<file path="config.mk">
export PLATFORM = sky130hd
export DESIGN_NAME = pn_token_encoder
export DESIGN_NICKNAME = d
export VERILOG_FILES = /design/src/rtl/pn_pkg.sv /design/src/rtl/pn_char_decode.sv /design/src/rtl/pn_token_encoder.sv
export SDC_FILE = /design/constraint.sdc
export NUM_CORES = 1
export LEC_CHECK = 0
export CORE_MARGIN = 8
export CORE_UTILIZATION = 56
export CTS_BUF_LIST = sky130_fd_sc_hd__clkbuf_4 sky130_fd_sc_hd__clkbuf_8
export CTS_CLUSTER_SIZE = 30
export DETAILED_ROUTE_END_ITERATION = 7
export PLACE_DENSITY = 0.78
export SLEW_MARGIN = 20
export SYNTH_ARGS = -nofsm -noshare
export SYNTH_HDL_FRONTEND = slang
export SYNTH_SLANG_ARGS = --single-unit
</file>
<file path="constraint.sdc">
create_clock -name clk -period 2.12 [get_ports clk]
set_input_delay 0.424 -clock clk [delete_from_list [all_inputs] [get_ports clk]]
set_output_delay 0.424 -clock clk [all_outputs]
set_load 0.05 [all_outputs]
</file>
<file path="src/rtl/pn_pkg.sv">
// pn_pkg: shared constants and types for the PN token encoder and its decoder
package pn_pkg;
  localparam int         MAX_TOK   = 12;
  localparam logic [7:0] TERM_CHAR = 8'h3B;
  localparam logic [7:0] CH_SPACE  = 8'h20;
  localparam logic [7:0] CH_ZERO   = 8'h30;
  localparam logic [7:0] CH_SEVEN  = 8'h37;
  localparam logic [7:0] CH_PLUS   = 8'h2B;
  localparam logic [7:0] CH_MINUS  = 8'h2D;
  localparam logic [7:0] CH_STAR   = 8'h2A;
  localparam logic [7:0] CH_BAR    = 8'h7C;
  localparam logic [2:0] OP_ADD = 3'd0;
  localparam logic [2:0] OP_SUB = 3'd1;
  localparam logic [2:0] OP_MUL = 3'd2;
  localparam logic [2:0] OP_ABS = 3'd3;
  localparam logic [1:0] MODE_0 = 2'd0;
  localparam logic [1:0] MODE_1 = 2'd1;
  localparam logic [1:0] MODE_2 = 2'd2;
  localparam logic [1:0] MODE_3 = 2'd3;
  typedef struct packed {
    logic       op;
    logic [2:0] val;
  } tok_t;
  typedef enum logic [2:0] {S_IDLE, S_COLLECT, S_DROP, S_CHECK, S_SEND, S_WAIT} state_t;
endpackage

</file>
<file path="src/rtl/pn_char_decode.sv">
// pn_char_decode: classifies one ASCII character into token/terminator/space/illegal
module pn_char_decode
  import pn_pkg::*;
(
  input  logic [7:0] ch_data,
  output logic       is_tok,
  output logic       is_term,
  output logic       is_space,
  output logic       is_illegal,
  output logic       op,
  output logic [2:0] val
);
  logic is_dig, is_opr;
  // digits carry their value in the low bits; operators map to their op code
  always_comb begin
    is_dig     = ch_data >= CH_ZERO && ch_data <= CH_SEVEN;
    is_opr     = ch_data == CH_PLUS || ch_data == CH_MINUS || ch_data == CH_STAR || ch_data == CH_BAR;
    is_space   = ch_data == CH_SPACE;
    is_term    = ch_data == TERM_CHAR;
    is_tok     = is_dig || is_opr;
    is_illegal = !(is_tok || is_space || is_term);
    op         = is_opr;
    val        = is_dig ? ch_data[2:0] :
                 ch_data == CH_MINUS ? OP_SUB :
                 ch_data == CH_STAR  ? OP_MUL :
                 ch_data == CH_BAR   ? OP_ABS : OP_ADD;
  end
endmodule

</file>
<file path="src/rtl/pn_token_encoder.sv">
// pn_token_encoder: buffers a character frame, validates it and replays it as a PN burst
module pn_token_encoder
  import pn_pkg::*;
(
  input  logic       clk,
  input  logic       rst_n,
  input  logic       ch_valid,
  input  logic [7:0] ch_data,
  input  logic [1:0] frame_mode,
  output logic       ch_ready,
  output logic [1:0] mode,
  output logic       operator,
  output logic [2:0] in,
  output logic       in_valid,
  input  logic       pn_out_valid,
  output logic       frame_done,
  output logic       err
);
  state_t     state_q, state_d;
  tok_t       tok_buf_q [MAX_TOK];
  tok_t       tok_buf_d [MAX_TOK];
  tok_t       tok;
  logic [3:0] tok_cnt_q, tok_cnt_d, opr_cnt_q, opr_cnt_d, rd_ptr_q, rd_ptr_d;
  logic [3:0] res_cnt_q, res_cnt_d, exp_q, exp_d;
  logic [1:0] mode_reg_q, mode_reg_d;
  logic [2:0] in_q, in_d;
  logic       ch_ready_q, ch_ready_d, operator_q, operator_d, in_valid_q, in_valid_d;
  logic       frame_done_q, frame_done_d, err_q, err_d;
  logic       is_tok, is_term, is_space, is_illegal, dec_op, acc, pass;
  logic [2:0] dec_val;

  pn_char_decode u_dec (
    .ch_data    (ch_data),
    .is_tok     (is_tok),
    .is_term    (is_term),
    .is_space   (is_space),
    .is_illegal (is_illegal),
    .op         (dec_op),
    .val        (dec_val)
  );

  assign tok  = {dec_op, dec_val};
  assign acc  = ch_valid && ch_ready_q;
  // modes 0/1 need whole groups of three; modes 2/3 need operands = operators + 1
  assign pass = (mode_reg_q >= MODE_2) ? ({opr_cnt_q, 1'b1} == {1'b0, tok_cnt_q})
                                       : (tok_cnt_q inside {4'd3, 4'd6, 4'd9, 4'd12});

  // next-state, buffer writes and registered output values
  always_comb begin
    state_d      = state_q;
    tok_buf_d    = tok_buf_q;
    tok_cnt_d    = tok_cnt_q;
    opr_cnt_d    = opr_cnt_q;
    rd_ptr_d     = rd_ptr_q;
    res_cnt_d    = res_cnt_q;
    exp_d        = exp_q;
    mode_reg_d   = mode_reg_q;
    operator_d   = 1'b0;
    in_d         = 3'd0;
    in_valid_d   = 1'b0;
    frame_done_d = 1'b0;
    err_d        = 1'b0;
    case (state_q)
      S_IDLE: if (acc) begin
        if (is_tok) begin
          mode_reg_d   = frame_mode;
          tok_buf_d[0] = tok;
          tok_cnt_d    = 4'd1;
          opr_cnt_d    = {3'd0, dec_op};
          state_d      = S_COLLECT;
        end else if (is_term) err_d = 1'b1;
        else if (!is_space) state_d = S_DROP;
      end
      S_COLLECT: if (acc) begin
        if (is_tok && tok_cnt_q != 4'(MAX_TOK)) begin
          tok_buf_d[tok_cnt_q] = tok;
          tok_cnt_d            = tok_cnt_q + 4'd1;
          opr_cnt_d            = opr_cnt_q + {3'd0, dec_op};
        end else if (is_tok || is_illegal) state_d = S_DROP;
        else if (is_term) state_d = S_CHECK;
      end
      S_DROP: if (acc && is_term) begin
        err_d   = 1'b1;
        state_d = S_IDLE;
      end
      S_CHECK: if (pass) begin
        {operator_d, in_d} = tok_buf_q[0];
        in_valid_d         = 1'b1;
        rd_ptr_d           = 4'd1;
        res_cnt_d          = 4'd0;
        exp_d              = (mode_reg_q >= MODE_2) ? 4'd1 : tok_cnt_q / 4'd3;
        state_d            = S_SEND;
      end else begin
        err_d     = 1'b1;
        tok_cnt_d = 4'd0;
        state_d   = S_IDLE;
      end
      S_SEND: if (rd_ptr_q < tok_cnt_q) begin
        {operator_d, in_d} = tok_buf_q[rd_ptr_q];
        in_valid_d         = 1'b1;
        rd_ptr_d           = rd_ptr_q + 4'd1;
      end else state_d = S_WAIT;
      S_WAIT: if (pn_out_valid) begin
        res_cnt_d = res_cnt_q + 4'd1;
        if (res_cnt_q + 4'd1 == exp_q) begin
          frame_done_d = 1'b1;
          state_d      = S_IDLE;
        end
      end
      default: state_d = S_IDLE;
    endcase
    ch_ready_d = (state_d inside {S_IDLE, S_COLLECT, S_DROP}) && !frame_done_d;
  end

  // state and output registers, cleared immediately by reset
  always_ff @(posedge clk or negedge rst_n) begin
    if (!rst_n) begin
      state_q      <= S_IDLE;
      tok_buf_q    <= '{default: '0};
      tok_cnt_q    <= '0;
      opr_cnt_q    <= '0;
      rd_ptr_q     <= '0;
      res_cnt_q    <= '0;
      exp_q        <= '0;
      mode_reg_q   <= '0;
      ch_ready_q   <= 1'b0;
      operator_q   <= 1'b0;
      in_q         <= '0;
      in_valid_q   <= 1'b0;
      frame_done_q <= 1'b0;
      err_q        <= 1'b0;
    end else begin
      state_q      <= state_d;
      tok_buf_q    <= tok_buf_d;
      tok_cnt_q    <= tok_cnt_d;
      opr_cnt_q    <= opr_cnt_d;
      rd_ptr_q     <= rd_ptr_d;
      res_cnt_q    <= res_cnt_d;
      exp_q        <= exp_d;
      mode_reg_q   <= mode_reg_d;
      ch_ready_q   <= ch_ready_d;
      operator_q   <= operator_d;
      in_q         <= in_d;
      in_valid_q   <= in_valid_d;
      frame_done_q <= frame_done_d;
      err_q        <= err_d;
    end
  end

  assign ch_ready   = ch_ready_q;
  assign mode       = mode_reg_q;
  assign operator   = operator_q;
  assign in         = in_q;
  assign in_valid   = in_valid_q;
  assign frame_done = frame_done_q;
  assign err        = err_q;
endmodule
</file>
# == Word level (Yosys, flattened, before mapping) ==
# Index checks and enable logic that the tools add are counted.
# classes
shifts,0
magnitude_cmp,7
reduce_logical,30
div,1
mul,0
n_bitwise,2
n_addsub,4
n_mux,66
eq_ne,28
# op_table
operator,n
48-bit 2-to-1 mux,2
4-bit 2-to-1 mux,19
3-bit 2-to-1 mux,18
48-bit bitwise mux,1
"8-bit by 6-bit == test with 1-bit output, second input constant",5
4-bit one-hot mux with 2 select lines,4
3-bit one-hot mux with 6 select lines,1
4-bit binary-select mux with 4-bit select,1
4-bit demux with 4-bit select,1
"2-bit inequality test, second input constant",8
1-bit 2-to-1 mux,13
"4-bit by 1-bit adder with 4-bit output, second input constant",3
4-bit one-hot mux with 3 select lines,1
3-bit AND reduction,4
"5-bit >= comparator, second input constant",2
4-bit inverter with 5-bit output,2
"3-bit by 2-bit == test with 1-bit output, second input constant",3
"4-bit == test, second input constant",2
"8-bit by 7-bit == test with 1-bit output, second input constant",1
"8-bit by 6-bit >= comparator with 1-bit output, second input constant",1
"8-bit by 6-bit <= comparator with 1-bit output, second input constant",1
1-bit logical OR,7
"3-bit by 1-bit == test with 1-bit output, second input constant",2
"3-bit == test, second input constant",2
other kinds (23),34
# word_totals
romBits,0
latch_bits,0
output_inout_bits,10
ff_bits,81
mem_count,0
input_bits,14
ramBits,0
elab_cells,175

# == Logic depth before layout (Yosys ltp) ==
# Gate-level depths: netlist (run 1).
# logic_depth
word_depth,16
ltp_mapped,12

# == Modules after synthesis ==
# Synthesis (run 1) repeated with hierarchy kept, for this count alone.
# hier_totals
cells_unflattened,370
hier_area_um2,4369.2
# modules_own_cells
module,area_per_inst_um2,cells_per_inst,n_inst
pn_token_encoder,4139.0,341,1
pn_char_decode,230.2,29,1

# == Least setup slack after synthesis (run 1) ==
# No wires, ideal clock.
# synth_path
path_kind,register -> register
from,register tok_cnt_q[1]
to,register tok_buf_q[0] (netlist bit)
path_buffers,2
setup_slack_ns,-0.128
arrival_time_ns,2.123
synth_period_minus_slack_ns,2.248
stages_incl_launch_ff,9
t_required_ns,1.995
path_cell_list,dfrtp_1 -> clkbuf_1 -> inv_1 -> ha_1 -> and3_2 -> a211oi_2 -> buf_6 -> nand3_4 -> mux2_4
# synth_between
elab_chain_len,6
# synth_lines
element,line_no,text
start: declaration,pn_token_encoder.sv:23,"logic [3:0] tok_cnt_q, tok_cnt_d, opr_cnt_q, opr_cnt_d, rd_ptr_q, rd_ptr_d;"
start signal: assignment,pn_token_encoder.sv:135,tok_cnt_q <= tok_cnt_d;
4-bit inverter with 5-bit output (implied by the code),pn_token_encoder.sv:76,tok_buf_d[tok_cnt_q] = tok;
5-bit >= comparator (implied by the code) / 5-bit by 1-bit < comparator with 1-bit output (equally long branches),pn_token_encoder.sv:76,
1-bit logical AND (implied by the code),pn_token_encoder.sv:76,
4-bit 2-to-1 mux (implied by the code),pn_token_encoder.sv:76,
4-bit demux with 4-bit select,pn_token_encoder.sv:76,
48-bit bitwise mux,pn_token_encoder.sv:76,
end signal: assignment,pn_token_encoder.sv:134,tok_buf_q <= tok_buf_d;
end: declaration,pn_token_encoder.sv:20,tok_t tok_buf_q [MAX_TOK];
# Parallel ways exist; a longest one is shown, timed or not.
# A chain may end at the register's enable or synchronous reset.

# == Worst setup path in the final report (run 1) ==
# layout_path
from,input ch_data[7]
to,register tok_buf_q[13] (netlist bit)
# layout_between
elab_chain_len,7
# layout_lines
element,line_no,text
start: declaration,pn_token_encoder.sv:8,"input logic [7:0] ch_data,"
branches (longest 7 deep; another with 8-bit by 6-bit >= comparator with 1-bit output),-,
# Several ways; the timed one is not identified.

==> results.ini, run 1 <==
[status]
status=complete, but fails checks
violations=hold timing

[routing]
drc=0
drt-total-wl_microns=10640
vias=3453
ant_nets=0
via_per_inst=6.037
firstDrtPassIters=5
drtIter0Drc=176
drt-wirelength-per-cell_microns=18.60

[pwr]
power.density_nw_per_um2=729.0
finalPower_w=0.003993
ir_drop_uv=390.1
power.leakage_nw=2.580

[placement]
gp_congestion=0.9056
place_ws_ps=-448.7
dp_hpwl_microns=7789
portBuffers=23
placedCellCount=555

[setup_path]
r2r-end=tok_cnt_q[1]$_DFFE_PN0P_
crit_family=buffers and inverters
slowest_delay_ps=450
ff2ff_path_depth=9
critPathSlowestCell=clkdlybuf4s50_1
reg2reg_from=tok_cnt_q[1]$_DFFE_PN0P_
critical_path_class=in2reg
worst-path-buf-inv=2
cp_max_fo=5
cp-start-kind=input port
worst_ep_required_time_ps=2370
crit_arrival_ps=2290
regToRegSetupSlack_ps=110
critPathCaptureType=flop
path_depth=7
crit_chain=clkdlybuf4s50_1 -> and2b_2 -> o211ai_2 -> a211oi_4 -> buf_6 -> nand3_4 -> mux2_4
timing.critical_path.from=ch_data[7]

[sta]
slew_violations=0
fin_skew_ps=8.806
tightest_slew_ps=507.2
whs_ps=-5.001
fmax_mhz=489.0
finalCritPeriodShare=0.9645
max_slew_margin=0.6608
finalSetupViolations=0
final.setup.worst_slack_ps=75.18
min_period_ps=2045
rsz0062_at_grt=false
finalHoldViolCount=12

[synthesis]
synth_area_leader_cell=dfrtp_1
syn_inst=391
syn_area_sq_um=4521
synth_seq_cells=80
yosys_warnings=0
async_flop_share=1.000
seq_area_frac_synth=0.4428
yosys-top-cells-area=dfrtp_1, mux2_2, mux2_4
synth_top_area_frac=0.4428
yosysMostFrequentCell=dfrtp_1
yosys-top-cells-count=dfrtp_1, nand2_1, mux2_2
syn_nets=418
synth_edf_count=0
synth.avg_cell_area_sq_um=11.56
ys_types=62
synth_ff_type=dfrtp_1

[global_routing]
grt_max_degree=51
grt_pass1_wl_microns=17420
overflow=0
grt_pass1_vias=3514
grt_usage=0.1948
antenna_found_initial=0

[floorplan]
start_util=0.5820
fp.dieW_microns=105.8
die_h_microns=105.8
core_sq_um=7767
ios=24
rows=32
fp.dieArea_sq_um=11200

[clock_network]
cts_tree=yes
htree_levels=3
clk_latency_ps=360
postCtsHoldBufs=0
clockBufferDepth=2
clk_pin_slew_ps=90
cts_root_buf=clkbuf_8
cts_buffers=9
cts_sinks=80

[layout]
layout-drive-gt1-share=0.3468
multi_input_area_sq_um=2389
nets=492
final-seq-area_sq_um=2003
fill_cells=543
syn_to_final_growth_pct=21.17
antennaDiodeCount=0
final_cells=572

[job]
maxCapViolCount=0

[worst_hold_path]
worstHoldPathType=in2async

## per-stage QoR
step,instance area (sq um),setup TNS [ps],util
finish,5478,0,0.7052
global route,5478,0,0.7052
CTS,5436,0,0.6999
detailed placement,5214,-21780,0.6712
global placement,5214,-18430,0.6712
floorplan,4527,0,-
## power by group
part	switching (W)	leakage [nW]	total (W)	internal, W
clock network	0.000630	0.103	0.00120	0.000567
logic	0.000633	1.38	0.00114	0.000504
registers	0.0000678	1.10	0.00166	0.00159
total	0.00133	2.58	0.00399	0.00266
## repair_timing
item,in CTS,in global routing
cloned,0,0
buffers inserted,0,1
setup endpoints to repair,38,51
hold endpoints to repair,0,0
resized for setup,9,10
pin swaps,1,2
## metal layers
metal / up-vias / share of wire / wire [microns] / GRT usage
li1: 1581 / - / - / -
met1: 1748 / 0.43 / 4552 / 0.2371
met2: 105 / 0.50 / 5369 / 0.3302
met3: 19 / 0.046 / 492 / 0.04080
met4: 0 / 0.021 / 227 / 0.07638
met5: - / 0 / 0 / 0
## placed cells by master (no fill, tap or decap), drive strengths merged, types with 3 or more instances in the layout
| cell type | instances |
|---|---|
| nor2 | 19 |
| mux4 | 12 |
| dlymetal6s2s | 4 |
| and3b | 3 |
| a21boi | 3 |
| buf | 58 |
| and3 | 3 |
| mux2i | 7 |
| a211oi | 4 |
| dfrtp | 80 |
| a31oi | 3 |
| xnor2 | 5 |
| o21ai | 23 |
| dlygate4sd2 | 3 |
| nor3 | 7 |
| nand2 | 38 |
| nand2b | 4 |
| o31ai | 3 |
| inv | 20 |
| nor3b | 3 |
| a21oi | 16 |
| o22ai | 6 |
| nand4 | 5 |
| clkdlybuf4s50 | 15 |
| mux2 | 43 |
| ha | 13 |
| and2 | 3 |
| a22o | 5 |
| nand3 | 16 |
| clkbuf | 9 |
| xor2 | 7 |
## sequential cells by signal, summed over array words and instances, names as in the netlist
register,flops
tok_buf_q,48
opr_cnt_q,4
rd_ptr_q,4
res_cnt_q,4
tok_cnt_q,4
exp_q,3
in,3
state_q,3
mode,2
ch_ready,1
err,1
frame_done,1
in_valid,1
operator,1
## cells by family after synthesis
logic type / Yosys count / synth area share
and+or+nand+nor: 112 / 0.1459
muxes: 62 / 0.1973
xor gates and xnor gates: 12 / 0.02325
AOI/OAI and AO/OA: 79 / 0.1165
buffers and inverters: 33 / 0.03820
adders and majority gates: 13 / 0.03598
DFF: 80 / 0.4428
## worst max path at each step
stage	end
global route	tok_cnt_q[1]$_DFFE_PN0P_
finish	tok_buf_q[13]$_DFFE_PN0P_
floorplan	tok_buf_q[0]$_DFFE_PN0P_
global placement	tok_buf_q[13]$_DFFE_PN0P_
CTS	tok_buf_q[13]$_DFFE_PN0P_
detailed placement	tok_buf_q[13]$_DFFE_PN0P_
## layout make-up
| type | instances | share of cell area |
|---|---|---|
| Clock inverter | 7 | 0.01530 |
| Inverter | 16 | 0.01096 |
| Sequential cell | 80 | 0.3657 |
| Timing Repair Buffer | 80 | 0.1261 |
| Clock buffer | 9 | 0.02261 |
| Multi-Input combinational cell | 278 | 0.4360 |
| Tap cell | 102 | 0.02330 |
(Power assumes the default switching activity.)
==> run 2: changes to the inputs <==
--- a/config.mk
+++ b/config.mk
@@ -10,8 +10,9 @@
 export CTS_BUF_LIST = sky130_fd_sc_hd__clkbuf_4 sky130_fd_sc_hd__clkbuf_8
 export CTS_CLUSTER_SIZE = 30
 export DETAILED_ROUTE_END_ITERATION = 7
+export MAX_ROUTING_LAYER = met4
 export PLACE_DENSITY = 0.78
-export SLEW_MARGIN = 20
+export SLEW_MARGIN = 30
 export SYNTH_ARGS = -nofsm -noshare
 export SYNTH_HDL_FRONTEND = slang
 export SYNTH_SLANG_ARGS = --single-unit
==> run 2 against run 1 <==
  * The flow now finishes without violations
  * Register-to-register slack about the same
  * Via count fell by 0.72%
  * Total power fell by 0.18%
==> results.ini, run 2 (synthesis gave the netlist of run 1 again) <==
[sta]
fmax_mhz=488.0
max_slew_margin=0.6608
fin_skew_ps=7.980
setup_tns_ps=0
rsz0062_at_grt=false
slew_violations=0
final.setup.worst_slack_ps=70.67
finalSetupViolations=0
finalHoldViolCount=0
finalCritPeriodShare=0.9667
tightest_slew_ps=507.2
whs_ps=2.363
min_period_ps=2049

[global_routing]
antenna_found_initial=0
grt_usage=0.2003
overflow=0
grt_max_degree=51
grt_pass1_wl_microns=17420
grt_pass1_vias=3494

[placement]
place_ws_ps=-448.7
dp_hpwl_microns=7789
gp_congestion=0.9211
placed_area_sq_um=5214
portBuffers=23

[layout]
largest_reg_flops=48
syn_to_final_growth_pct=21.17
antennaDiodeCount=0
final_cell_mix=dfrtp_1, buf_4, nand2_1
regMostFlops=tok_buf_q
final_area_sq_um=5478
layout_commonest_cell=dfrtp_1
nets=492
layout-drive-gt1-share=0.3468

[clock_network]
cts_root_buf=clkbuf_8
cts_sinks=80
cts_buffers=9
cts_tree=yes
clk_latency_ps=360
htree_levels=3
clk_pin_slew_ps=90
clockBufferDepth=2

[pwr]
p_int_w=0.002662
clkPwrFrac=0.299
power.density_nw_per_um2=727.7
ir_drop_uv=388.6
p_sw_frac=0.3323
power_frac_seq=0.416
p_sw_w=0.001324
power.leakage_nw=2.580
finalPower_w=0.003986
comb_power_share=0.284

[routing]
vias=3428
firstDrtPassIters=4
drt-wirelength-per-cell_microns=18.62
ant_nets=0
via_per_inst=5.993
drtIter0Drc=176
drc=0
drt-total-wl_microns=10650

[floorplan]
core_sq_um=7767
fp.dieArea_sq_um=11200
start_util=0.5820
fp.dieW_microns=105.8
ios=24
die_h_microns=105.8
rows=32

[worst_hold_path]
worstHoldPathType=in2async

[setup_path]
worst_ep_required_time_ps=2370
crit_chain=clkdlybuf4s50_1 -> and2b_2 -> o211ai_2 -> a211oi_4 -> buf_6 -> nand3_4 -> mux2_4
critPathCaptureType=flop
slowest_delay_ps=450
crit_arrival_ps=2300
regToRegSetupSlack_ps=110
crit_family=buffers and inverters
worst-path-buf-inv=2
critical_path_class=in2reg
cp-start-kind=input port
cp_max_fo=5
critPathSlowestCell=clkdlybuf4s50_1

[job]
maxCapViolCount=0

[status]
status=completed

==> run 2: cell counts in the layout (fill, tap and decap cells not counted) <==
Identical to the previous run, type by type.
==> run 2: repair_timing <==
item / 4_1_cts / 5_1_grt
pin swaps: 1 / 2
endpoints found under the setup margin: 38 / 51
cloned: 0 / 0
buffers inserted: 0 / 1
gates resized for setup: 9 / 10
hold buffers: 0 / 0
==> run 2: stage by stage <==
stage / utilization / instances
final: 0.7052 / 572
after global routing: 0.7052 / 572
after CTS: 0.6999 / 571
after detailed placement: 0.6712 / 555
after global placement: 0.6712 / 555
after floorplan: - / 391
==> run 2: per-layer routing <==
layer | vias to the layer above | part of all wire | global-route usage
met2 | 99 | 0.50 | 0.3298
met1 | 1725 | 0.43 | 0.2386
met3 | 19 | 0.051 | 0.04324
met5 | - | 0 | -
li1 | 1585 | - | -
met4 | 0 | 0.020 | 0.06734
==> run 2: layout make-up <==
type / count / area, sq um
clock buffer: 9 / 123.9
inverter: 16 / 60.06
timing repair buffer: 80 / 690.7
sequential: 80 / 2003
clock inverter: 7 / 83.83
tap: 102 / 127.6
fill: 543 / 2290
multi-input combinational: 278 / 2389
==> run 2: path summary, 6_finish.rpt <==
check | start | to | cells past startpoint
worst min register to register | tok_buf_q[34]$_DFFE_PN0P_ | tok_buf_q[34]$_DFFE_PN0P_ | 2
max in group asynchronous | rst_n | tok_buf_q[34]$_DFFE_PN0P_ | 2
worst min-delay path | rst_n | res_cnt_q[1]$_DFFE_PN0P_ | 1
worst max register to register | tok_cnt_q[1]$_DFFE_PN0P_ | tok_cnt_q[1]$_DFFE_PN0P_ | 9
worst max-delay path | ch_data[7] | tok_buf_q[13]$_DFFE_PN0P_ | 7
min in group clk | tok_buf_q[34]$_DFFE_PN0P_ | tok_buf_q[34]$_DFFE_PN0P_ | 2
==> run 2: power groups by stage <==
stage | Sequential [W] | Clock (W) | Combinational [W]
floorplan | 0.00171 | 0 | 0.000622
global placement | 0.00168 | 0 | 0.00107
detailed placement | 0.00169 | 0 | 0.00110
CTS | 0.00166 | 0.00121 | 0.00112
global route | 0.00167 | 0.00127 | 0.00122
finish | 0.00166 | 0.00119 | 0.00113
==> run 3: changes to the inputs <==
--- a/config.mk
+++ b/config.mk
@@ -6,12 +6,14 @@
 export NUM_CORES = 1
 export LEC_CHECK = 0
 export CORE_MARGIN = 8
-export CORE_UTILIZATION = 56
+export CORE_UTILIZATION = 60
 export CTS_BUF_LIST = sky130_fd_sc_hd__clkbuf_4 sky130_fd_sc_hd__clkbuf_8
 export CTS_CLUSTER_SIZE = 30
 export DETAILED_ROUTE_END_ITERATION = 7
+export GPL_ROUTABILITY_DRIVEN = 0
+export GPL_TIMING_DRIVEN = 0
 export MAX_ROUTING_LAYER = met4
-export PLACE_DENSITY = 0.78
+export PLACE_DENSITY = 0.8
 export SLEW_MARGIN = 30
 export SYNTH_ARGS = -nofsm -noshare
 export SYNTH_HDL_FRONTEND = slang
==> constraint.sdc (replaced) <==
create_clock -name clk -period 2.59 [get_ports clk]
set_input_delay 0.518 -clock clk [delete_from_list [all_inputs] [get_ports clk]]
set_output_delay 0.518 -clock clk [all_outputs]
set_load 0.05 [all_outputs]
==> run 3 against run 2 <==
  * Routed wire length fell by 5.6%
  * Via count fell by 2.9%
  * Clock skew is 5.8 ps higher
  * Sequential power fell by 17%
  * Die area fell by 5.7%
  * Final cell count fell by 7.3%
  * Combinational power is 32% lower
  * Total power fell by 21%
  * Final area shrank 6.3%
  * Critical path depth did not move
  * Critical path type is now reg2reg
  * Largest cell class unchanged
==> results.ini, run 3 (synthesis gave the netlist of run 1 again) <==
[status]
status=completed

[clock_network]
cts_buffers=9
cts_tree=yes
postCtsHoldBufs=0
clockBufferDepth=2
clk_latency_ps=370
cts_resized=2
cts_root_buf=clkbuf_8
cts_sinks=80
clk_pin_slew_ps=100
post_cts_buffers=0
htree_levels=3

[worst_hold_path]
worstHoldPathType=in2async

[setup_path]
slowest_delay_ps=580
cp-start-kind=flop
crit_family=flip-flops
critPathSlowestCell=dfrtp_1
regToRegSetupSlack_ps=140
crit_chain=inv_1 -> ha_2 -> and3_2 -> a211oi_2 -> buf_6 -> nand3_4 -> mux2_4
critPathCaptureType=flop
crit_arrival_ps=2700
reg2reg_from=tok_cnt_q[0]$_DFFE_PN0P_
worst-path-buf-inv=2
worst_ep_required_time_ps=2840
critical_path_class=reg2reg
cp_max_fo=10
path_depth=7
ff2ff_path_depth=7
r2r-end=tok_buf_q[7]$_DFFE_PN0P_

[pwr]
power_frac_seq=0.438
p_sw_w=0.001072
power.leakage_nw=2.316
clkPwrFrac=0.318
ir_drop_uv=341.7
power.density_nw_per_um2=611.5
p_sw_frac=0.3415
p_int_w=0.002067
comb_power_share=0.244

[floorplan]
start_util=0.6199
ios=24
rows=31
fp.dieArea_sq_um=10570
fp.dieW_microns=102.8
core_sq_um=7292
die_h_microns=102.8

[sta]
fmax_mhz=408.9
max_slew_margin=0.5642
finalHoldViolCount=0
finalCritPeriodShare=0.9443
fin_skew_ps=13.77
tightest_slew_ps=649.8
setup_tns_ps=0
slew_violations=0
finalSetupViolations=0
min_period_ps=2446
rsz0062_at_grt=false

[layout]
largest_reg_flops=48
final_cell_mix=dfrtp_1, nand2_1, mux2_2
nets=453
layout-drive-gt1-share=0.2668
final_cells=530
antennaDiodeCount=0
regMostFlops=tok_buf_q
syn_to_final_growth_pct=13.53
layout_commonest_cell=dfrtp_1

[job]
maxCapViolCount=0

[routing]
firstDrtPassIters=5
drt-total-wl_microns=10060
drtIter0Drc=248
via_per_inst=6.279
drt-wirelength-per-cell_microns=18.97
ant_nets=0
drc=0
vias=3328

[global_routing]
overflow=0
grt_max_degree=49
grt_pass1_vias=3436
use_met2=0.3312
grt_usage=0.2181
grt_pass1_wl_microns=17220
antenna_found_initial=0
grt_use_met3=0.03444
busiest_layer=met2
grtUsageMet1=0.2820

[placement]
dp_hpwl_microns=7062
placedCellCount=514
portBuffers=23

==> run 3: changes by cell type in the layout (fill, tap and decap cells not counted), sizes merged <==
| cell | change |
|---|---|
| clkbuf | +9 |
| clkdlybuf4s50 | +7 |
| buf | -48 |
| dlygate4sd2 | -3 |
| dlymetal6s2s | -4 |
==> run 3: per-layer routing <==
metal  routed length [microns]  up-vias
met4                       284        0
met5                         0        -
met3                       580       33
li1                          -     1503
met2                      4742      144
met1                      4449     1648
==> run 3: power groups by stage <==
stage | Clock (W) | Sequential, W | Combinational, W
finish | 0.000998 | 0.00137 | 0.000766
global route | 0.00106 | 0.00138 | 0.000838
CTS | 0.00100 | 0.00137 | 0.000742
detailed placement | 0 | 0.00140 | 0.000728
global placement | 0 | 0.00139 | 0.000700
floorplan | 0 | 0.00140 | 0.000503
==> run 3: worst register-to-register path: cells and delay by family (launching register included) <==
kind                     cells  cell delay, ps
adder cells (fa/ha/maj)      1             290
AO/OA/AOI/OAI                1             280
flip-flops                   1             580
AND/OR/NAND/NOR              2             400
buffers and inverters        2             450
multiplexers                 1             340
==> run 3: layout make-up <==
type | count | area (sq um)
Buffer | 17 | 115.1
Clock buffer | 9 | 123.9
Clock inverter | 7 | 86.33
Fill cell | 524 | 2160
Inverter | 16 | 60.06
Multi-Input combinational cell | 278 | 2366
Sequential cell | 80 | 2002
Tap cell | 99 | 123.9
Timing Repair Buffer | 24 | 255.2
==> run 3: per-stage QoR <==
| stage | utilization | power, W | hold slack (ps) | setup slack, ps | cell area, sq um |
|---|---|---|---|---|---|
| after global routing | 0.7038 | 0.003279 | 119.0 | 41.72 | 5132 |
| after global placement | 0.6685 | 0.002093 | 455.9 | -1725 | 4875 |
| after detailed placement | 0.6719 | 0.002123 | 467.8 | -124.9 | 4900 |
| final | 0.7038 | 0.003139 | 91.55 | 144.2 | 5132 |
| after CTS | 0.7011 | 0.003116 | 104.9 | 58.08 | 5112 |
| after floorplan | - | 0.001906 | 222.4 | 341.5 | 4521 |
==> run 3: how the worst max path moves through the flow <==
stage | start | end | slack (ps)
final | tok_cnt_q[0]$_DFFE_PN0P_ | tok_buf_q[7]$_DFFE_PN0P_ | 140
after floorplan | tok_cnt_q[1]$_DFFE_PN0P_ | tok_buf_q[0]$_DFFE_PN0P_ | 340
after global placement | rst_n | tok_buf_q[24]$_DFFE_PN0P_ | -1730
after detailed placement | tok_cnt_q[1]$_DFFE_PN0P_ | exp_q[0]$_DFFE_PN0P_ | -120
after CTS | tok_cnt_q[1]$_DFFE_PN0P_ | rd_ptr_q[0]$_DFFE_PN0P_ | 60
after global routing | tok_cnt_q[1]$_DFFE_PN0P_ | exp_q[1]$_DFFE_PN0P_ | 40
